File: src/rtl/ones_burst_generator_if.sv
// Start/Count/Gap request bundle and Out/Busy/Done status of the ones burst generator.
// GEN_ABORT_EN adds the Abort request line.
interface ones_burst_generator_if #(
    parameter int CNT_W = 4,
    parameter int GAP_W = 4
);
    logic             Start;
    logic [CNT_W-1:0] Count;
    logic [GAP_W-1:0] Gap;
    logic             Out;
    logic             Busy;
    logic             Done;
`ifdef GEN_ABORT_EN
    logic             Abort;

    modport master (output Start, Count, Gap, Abort, input Out, Busy, Done);
    modport slave  (input Start, Count, Gap, Abort, output Out, Busy, Done);
`else
    modport master (output Start, Count, Gap, input Out, Busy, Done);
    modport slave  (input Start, Count, Gap, output Out, Busy, Done);
`endif
endinterface

File: src/rtl/ones_burst_generator.sv
// Serial '1' burst source: Count single-cycle pulses separated by Gap zero cycles, then Done.
// Optional feature macro: GEN_ABORT_EN (adds Abort, which drops an active burst to IDLE).
module ones_burst_generator #(
    parameter int CNT_W = 4,
    parameter int GAP_W = 4
) (
    input  logic                     Clk,
    input  logic                     Rst,
    ones_burst_generator_if.slave    bus
);
    typedef enum logic [1:0] {IDLE, EMIT, GAP, DONE} state_t;

    localparam logic [CNT_W-1:0] CNT_ONE = CNT_W'(1);
    localparam logic [GAP_W-1:0] GAP_ONE = GAP_W'(1);

    state_t           state, state_nxt;
    logic [CNT_W-1:0] rem, rem_nxt;
    logic [GAP_W-1:0] gap_ld, gap_ld_nxt;
    logic [GAP_W-1:0] gap_cnt, gap_cnt_nxt;

    always_ff @(posedge Clk) begin
        if (Rst) begin
            state   <= IDLE;
            rem     <= '0;
            gap_ld  <= '0;
            gap_cnt <= '0;
        end else begin
            state   <= state_nxt;
            rem     <= rem_nxt;
            gap_ld  <= gap_ld_nxt;
            gap_cnt <= gap_cnt_nxt;
        end
    end

    always_comb begin
        state_nxt   = state;
        rem_nxt     = rem;
        gap_ld_nxt  = gap_ld;
        gap_cnt_nxt = gap_cnt;
        case (state)
            IDLE: begin
                if (bus.Start) begin
                    gap_ld_nxt = bus.Gap;
                    if (bus.Count == '0) begin
                        state_nxt = DONE;
                        rem_nxt   = '0;
                    end else begin
                        state_nxt = EMIT;
                        rem_nxt   = bus.Count - CNT_ONE;
                    end
                end
            end
            EMIT: begin
                if (rem == '0) begin
                    state_nxt = DONE;
                end else if (gap_ld == '0) begin
                    state_nxt = EMIT;
                    rem_nxt   = rem - CNT_ONE;
                end else begin
                    state_nxt   = GAP;
                    gap_cnt_nxt = gap_ld - GAP_ONE;
                end
            end
            GAP: begin
                if (gap_cnt == '0) begin
                    state_nxt = EMIT;
                    // rem is nonzero whenever GAP is entered; the guard keeps it from wrapping
                    if (rem != '0) rem_nxt = rem - CNT_ONE;
                end else begin
                    gap_cnt_nxt = gap_cnt - GAP_ONE;
                end
            end
            DONE: begin
                state_nxt = IDLE;
            end
            default: begin
                state_nxt = IDLE;
            end
        endcase
`ifdef GEN_ABORT_EN
        if (bus.Abort && (state == EMIT || state == GAP)) begin
            state_nxt   = IDLE;
            rem_nxt     = '0;
            gap_cnt_nxt = '0;
        end
`endif
    end

    always_comb begin
        bus.Out  = 1'b0;
        bus.Busy = 1'b0;
        bus.Done = 1'b0;
        case (state)
            EMIT: begin
                bus.Out  = 1'b1;
                bus.Busy = 1'b1;
            end
            GAP:  bus.Busy = 1'b1;
            DONE: bus.Done = 1'b1;
            default: ;
        endcase
    end
endmodule
File: src/flat_wrapper.sv
// flat-port wrapper written by rule: the top's interface ports become plain ports
module ones_burst_generator_flat 
#(
    parameter int CNT_W = 4,
    parameter int GAP_W = 4
)
  (Clk, Rst, bus_Start, bus_Count, bus_Gap, bus_Out, bus_Busy, bus_Done);
  ones_burst_generator_if #(.CNT_W(CNT_W), .GAP_W(GAP_W)) bus_i ();
  input  logic Clk;
  input  logic Rst;
  input wire logic [$bits(bus_i.Start)-1:0] bus_Start;
  input wire logic [$bits(bus_i.Count)-1:0] bus_Count;
  input wire logic [$bits(bus_i.Gap)-1:0] bus_Gap;
  output wire logic [$bits(bus_i.Out)-1:0] bus_Out;
  output wire logic [$bits(bus_i.Busy)-1:0] bus_Busy;
  output wire logic [$bits(bus_i.Done)-1:0] bus_Done;
  assign bus_i.Start = bus_Start;
  assign bus_i.Count = bus_Count;
  assign bus_i.Gap = bus_Gap;
  assign bus_Out = bus_i.Out;
  assign bus_Busy = bus_i.Busy;
  assign bus_Done = bus_i.Done;
  ones_burst_generator #(.CNT_W(CNT_W), .GAP_W(GAP_W)) u_core (.Clk(Clk), .Rst(Rst), .bus(bus_i));
endmodule
File: config.mk
export PLATFORM = sky130hd
export DESIGN_NAME = ones_burst_generator_flat
export DESIGN_NICKNAME = d
export VERILOG_FILES = /design/src/rtl/ones_burst_generator_if.sv /design/src/rtl/ones_burst_generator.sv /design/src/flat_wrapper.sv
export SDC_FILE = /design/constraint.sdc
export NUM_CORES = 1
export LEC_CHECK = 0
export ABC_AREA = 0
export CAP_MARGIN = 20
export CORE_MARGIN = 4
export CORE_UTILIZATION = 40
export CTS_CLUSTER_DIAMETER = 120
export DETAILED_ROUTE_END_ITERATION = 16
export GPL_ROUTABILITY_DRIVEN = 1
export PLACE_DENSITY = 0.64
export SYNTH_ARGS = -nofsm -noshare
export SYNTH_HDL_FRONTEND = slang
export SYNTH_SLANG_ARGS = --single-unit
File: constraint.sdc
create_clock -name Clk -period 3.6 [get_ports Clk]
set_input_delay 0.72 -clock Clk [delete_from_list [all_inputs] [get_ports Clk]]
set_output_delay 0.72 -clock Clk [all_outputs]
set_load 0.05 [all_outputs]
==> results of run 1 <==
==> logic make-up (layout without fill, tap and decap cells) <==
group / count (synthesis) / in the layout / share of synthesized area (%)
XOR/XNOR: 1 / 1 / 0.953
AND/OR/NAND/NOR: 43 / 43 / 25.0
AO/OA/AOI/OAI: 30 / 30 / 21.9
adder cells (fa/ha/maj): 8 / 8 / 10.9
buffers and inverters: 12 / 25 / 5.31
multiplexers: 5 / 5 / 5.44
flip-flops: 14 / 14 / 30.5
==> synth_stat cells, types with 2 or more instances <==
library cell	number	area [µm²]
a211oi_1	4	30.0
a21oi_1	8	40.0
a31oi_1	5	31.3
clkbuf_1	3	11.3
dfxtp_1	14	280
ha_1	8	100
inv_1	8	30.0
mux2i_1	5	50.1
nand2_1	11	41.3
nand3_1	7	35.0
nor2_1	6	22.5
nor2b_1	2	12.5
nor3_1	5	25.0
nor4_1	3	18.8
o211ai_1	2	15.0
o21ai_0	5	25.0
==> cell usage in the layout (no fill, tap or decap), types with 4 or more instances in the layout <==
cell             instances
a211oi_1                 4
a21oi_1                  8
a31oi_1                  5
clkdlybuf4s50_1         13
dfxtp_1                 14
ha_1                     8
inv_1                    8
mux2i_1                  5
nand2_1                 11
nand3_1                  7
nor2_1                   6
nor3_1                   5
o21ai_0                  5
==> stage by stage <==
stage	cells	utilization, %	instance area (µm²)	hold slack (ns)
2_1_floorplan	113	-	920	0.449
3_3_place_gp	150	48.7	1070	0.474
3_5_place_dp	150	48.7	1070	0.474
4_1_cts	154	50.3	1100	0.491
5_1_grt	154	50.3	1100	0.509
6_report	154	50.3	1100	0.490
==> routing by layer <==
| layer | global-route usage [%] | vias to the layer above | part of all wire (%) |
|---|---|---|---|
| met5 | 0 | - | 0 |
| met4 | 6.10 | 0 | 2.2 |
| met3 | 2.78 | 5 | 2.5 |
| met2 | 21.8 | 11 | 45 |
| met1 | 16.9 | 376 | 50 |
| li1 | - | 443 | - |
==> worst max path at each step <==
stage / startpoint / end / slack, ns
floorplan: u_core.state[1]$_SDFFE_PP0P_ / u_core.gap_cnt[3]$_SDFFE_PP0P_ / 1.66
global placement: u_core.state[1]$_SDFFE_PP0P_ / bus_Busy / 1.03
detailed placement: u_core.state[1]$_SDFFE_PP0P_ / bus_Busy / 1.01
CTS: u_core.state[1]$_SDFFE_PP0P_ / bus_Busy / 0.66
global route: u_core.state[1]$_SDFFE_PP0P_ / bus_Busy / 0.54
finish: u_core.state[1]$_SDFFE_PP0P_ / bus_Busy / 0.68
==> critical path, cell delays in order (launching register included) <==
cell and delay [ns]:
dfxtp_1 0.42, inv_1 0.11, ha_1 0.50, clkdlybuf4s50_1 0.87
==> sequential cells by signal (all words and copies together), names as in the netlist <==
signal,flops
u_core.state,2
u_core.gap_ld,4
u_core.gap_cnt,4
u_core.rem,4
==> final cells by class <==
| type | count | share of cell area, % |
|---|---|---|
| clock buffer | 4 | 3.29 |
| inverter | 8 | 2.72 |
| multi-input combinational | 87 | 53.6 |
| sequential | 14 | 25.4 |
| tap | 28 | 3.18 |
| timing repair buffer | 13 | 11.8 |
==> report_power, final <==
group	internal, mW	switching (mW)	total [mW]
Combinational	0.260	0.367	0.627
Clock	0.0616	0.0568	0.118
Sequential	0.211	0.0502	0.261
Total	0.532	0.474	1.01
==> qor.txt, run 1 <==
Mapped Cells: 113
die width: 56.0 µm
relative slew slack: 64.9%
fmax: 343 MHz
fraction of registers with async set or reset after synthesis: 0%
Vias/cell: 5.42
GRT overflow: 0
final setup vio count: 0
Final min period: 2.92 ns
core region area: 0.00219 mm²
Hold Fails Final Rpt: 0
EDFF count, synth: 0
Antenna Cells: 0
Initial Util: 42.0%
Die ar.: 0.00313 mm²
Worst EP required: 2.88 ns
reg-to-reg startpoint: u_core.gap_cnt[3]$_SDFFE_PP0P_
R2R Setup Slk: 1.53 ns
worst hold path depth: 2
Worst setup EP type: primary output
Final GP Congestion: 0.775
fraction of layout cells with a size suffix above 1: 7.94%
Overall Power: 1.01 mW
Setup TNS: 0 ns
multi-input logic area: 591 µm²
Top Ports: 14
startpoint types: flop
dpl ws: 1.01 ns
CTS clock-pin slew for the worst setup and hold paths: 0.09 ns
vias in the first global route: 806
Crit Path Max Fanout: 12
status: complete, no violations
Lkg Pwr: 0.410 nW
global-route usage over all layers: 13.4%
global-route wire length before repair: 3350 µm
largest net degree at the start of global routing: 15
initial antenna violation count: 0
worst reg2reg path depth: 5
port bufs: 13
number of DRC markers in iteration 0: 11
Resize count post-CTS: 0
die height: 56.0 µm
Detailed Place HPWL: 1490 µm
fin. max-slew vios: 0
critical path class: reg -> out
DRC errors left: 0
maxcap violations: 0
Clock Latency Late Sink: 0.29 ns
FP Rows: 17
Root Driver: clkbuf_4
clk sinks: 14
HP Class: reg -> reg
final worst setup slack: 0.682 ns
Primary FF master, synth: dfxtp_1
Layout area overhead: 19.9%
arrival time worst endpoint: 2.20 ns
number of synthesized register bits: 14
Final ANT Viol Nets: 0
DR vias: 835
r2r endpoint: u_core.rem[0]$_SDFFE_PP0P_
WL final: 1960 µm
Power Density: 913 mW/mm²
iteration count of the initial detailed-routing pass: 4
Routed WL per cell: 12.7 µm
clock skew: 0.00165 ns
unrepaired setup endpoints after global routing: no
Cell Area, Synth: 920 µm²
hold_sp: u_core.rem[1]$_SDFFE_PP0P_
# fillers: 214
final layout net count: 146
CTS tree: built
Synthesized Nets: 132
peak supply drop: 557 µV
Setup Fix Bufs, Post-CTS: 0
sequential area share after synthesis: 30.5%
Synth Area per Inst: 8.14 µm²
Yosys cell types: 33
register area: 280 µm²
Hold Path End: u_core.rem[1]$_SDFFE_PP0P_
Num CTS Buffers: 3
CTS Hold Bufs: 0
pin slew with the least headroom to its limit: 0.525 ns
Longest Clk Path Bufs: 2
H-tree level count: 1
Yosys warnings: 0
fin crit share: 81.0%
No activity file was read; power rests on OpenSTA's default activity.
==> run 2, diff against run 1 <==
Clock period 3.6 ns to 3 ns, I/O delays scaled along.
==> run 2 against run 1 <==
Compared with the run above:
- clock skew is the same
- register-to-register slack worse by 0.60 ns
- sequential power grew 20%
- combinational power grew 20%
- total power is 20% higher
- cell count did not move
- first-iteration DRC count fell by 9.1%
- critical path type unchanged
==> qor.txt, run 2 (same netlist as run 1, synthesis figures left out) <==
status: complete, no violations (unchanged)
relative slew slack: 64.9% (unchanged)
Reg power frac: 25.9% (about the same)
number of DRC markers in iteration 0: 10 (was 11)
Longest Clk Path Bufs: 2 (unchanged)
largest net degree at the start of global routing: 15 (unchanged)
arrival time worst endpoint: 2.20 ns (about the same)
CTS tree: built (unchanged)
fin. max-slew vios: 0 (unchanged)
hold_sp: u_core.rem[1]$_SDFFE_PP0P_ (unchanged)
Initial Util: 42.0% (unchanged)
Worst setup EP type: primary output (unchanged)
CTS clock-pin slew for the worst setup and hold paths: 0.09 ns (about the same)
Hold Fails Final Rpt: 0 (unchanged)
Final ANT Viol Nets: 0 (unchanged)
Worst EP required: 2.40 ns (was 2.88 ns)
DRC errors left: 0 (unchanged)
total net switching power: 569 µW (was 474 µW)
most frequent cells in the layout: dfxtp_1 (14), clkdlybuf4s50_1 (13), nand2_1 (11) (unchanged)
FP Rows: 17 (unchanged)
DR vias: 834 (was 835)
critical path class: reg -> out (unchanged)
port bufs: 13 (unchanged)
Layout area overhead: 19.9% (unchanged)
Resize count post-CTS: 0 (unchanged)
clk sinks: 14 (unchanged)
HP Class: reg -> reg (unchanged)
Logic pwr share: 62.3% (about the same)
global-route wire length before repair: 3350 µm (unchanged)
WL final: 1960 µm (unchanged)
Worst Path Buf+Inv: 2 (unchanged)
Antenna Cells: 0 (unchanged)
GR peak layer: met2 (unchanged)
CTS Hold Bufs: 0 (unchanged)
peak supply drop: 668 µV (was 557 µV)
GRT overflow: 0 (unchanged)
sw frac: 47.1% (about the same)
Clk pwr share: 11.8% (about the same)
Top Ports: 14 (unchanged)
startpoint types: flop (unchanged)
Lkg Pwr: 0.410 nW (unchanged)
Power Density: 1100 mW/mm² (was 913 mW/mm²)
met1 Track Usage GR: 16.9% (unchanged)
Final GP Congestion: 0.775 (unchanged)
Crit Path Max Fanout: 12 (unchanged)
fin crit share: 93.3%
crit path cell chain: inv_1 -> ha_1 -> clkdlybuf4s50_1 (unchanged)
Routed WL per cell: 12.7 µm (unchanged)
most common cell after layout, fill and taps aside: dfxtp_1 (unchanged)
Setup TNS: 0 ns (unchanged)
CP max stage cell: clkdlybuf4s50_1 (unchanged)
Top Registers: u_core.gap_cnt: 4 flops, u_core.gap_ld: 4 flops, u_core.rem: 4 flops (unchanged)
core region area: 0.00219 mm² (unchanged)
global-route usage over all layers: 13.4% (unchanged)
Int Pwr: 639 µW (was 532 µW)
final layout net count: 146 (unchanged)
dpl ws: 0.525 ns (was 1.01 ns)
delay of the slowest critical-path stage: 0.87 ns (about the same)
Final min period: 2.80 ns
die height: 56.0 µm (unchanged)
vias in the first global route: 806 (unchanged)
Num CTS Buffers: 3 (unchanged)
pin slew with the least headroom to its limit: 0.525 ns (unchanged)
unrepaired setup endpoints after global routing: no (unchanged)
Setup Fix Bufs, Post-CTS: 0 (unchanged)
GRT met2 Usage: 21.8% (unchanged)
CP delay by family, top: buffers and inverters (unchanged)
# fillers: 214 (unchanged)
Root Driver: clkbuf_4 (unchanged)
Clock Latency Late Sink: 0.29 ns (about the same)
H-tree level count: 1 (unchanged)
reg-to-reg startpoint: u_core.gap_cnt[3]$_SDFFE_PP0P_ (unchanged)
final worst setup slack: 0.202 ns (was 0.682 ns)
Die ar.: 0.00313 mm² (unchanged)
maxcap violations: 0 (unchanged)
met3 GRT Util: 2.78% (unchanged)
Detailed Place HPWL: 1490 µm (unchanged)
Critical Path Source: u_core.state[1]$_SDFFE_PP0P_ (unchanged)
fraction of layout cells with a size suffix above 1: 7.94% (unchanged)
fmax: 357 MHz
final setup vio count: 0 (unchanged)
Vias/cell: 5.42 (about the same)
iteration count of the initial detailed-routing pass: 4 (unchanged)
clock skew: 0.00165 ns (unchanged)
initial antenna violation count: 0 (unchanged)
die width: 56.0 µm (unchanged)
## run 2: cell counts in the layout (fill, tap and decap cells not counted)
No cell type changed its count.
## run 2: power by group through the flow
stage	sequential [mW]	clock (mW)	combinational, mW
detailed placement	0.317	0	0.749
floorplan	0.301	0	0.618
global placement	0.316	0	0.743
CTS	0.313	0.148	0.755
finish	0.313	0.142	0.753
global route	0.324	0.156	0.838
## run 2: layout make-up
class / instances / area (µm²) / area share (%)
multi-input combinational: 87 / 591 / 53.6
sequential: 14 / 280 / 25.4
timing repair buffer: 13 / 130 / 11.8
clock buffer: 4 / 36.3 / 3.29
tap: 28 / 35.0 / 3.18
inverter: 8 / 30.0 / 2.72
## run 2: path summary, 6_finish.rpt
path	cells after the start	endpoint	slack (ns)
min reg2reg	2	u_core.rem[1]$_SDFFE_PP0P_	0.49
max reg2reg	5	u_core.rem[0]$_SDFFE_PP0P_	0.93
max	3	bus_Busy	0.20
min	2	u_core.rem[1]$_SDFFE_PP0P_	0.49
## run 2: worst min-delay path, cell delays in order, from the launching register on
cell and delay (ns):
dfxtp_1 0.34, nand2_1 0.06, a21oi_1 0.05
## run 2: layer usage
layer  up-vias  part of all wire (%)
met1       375                    50
met2        11                    45
li1        443                     -
met3         5                   2.5
met5         -                     0
met4         0                   2.2
## run 2: metrics by stage
stage               cell area, µm²  power (mW)  std cells  util [%]  hold WS (ns)
floorplan                      920       0.919        113         -         0.449
global placement              1070        1.06        150      48.7         0.474
detailed placement            1070        1.07        150      48.7         0.474
CTS                           1100        1.22        154      50.3         0.491
global route                  1100        1.32        154      50.3         0.509
finish                        1100        1.21        154      50.3         0.490
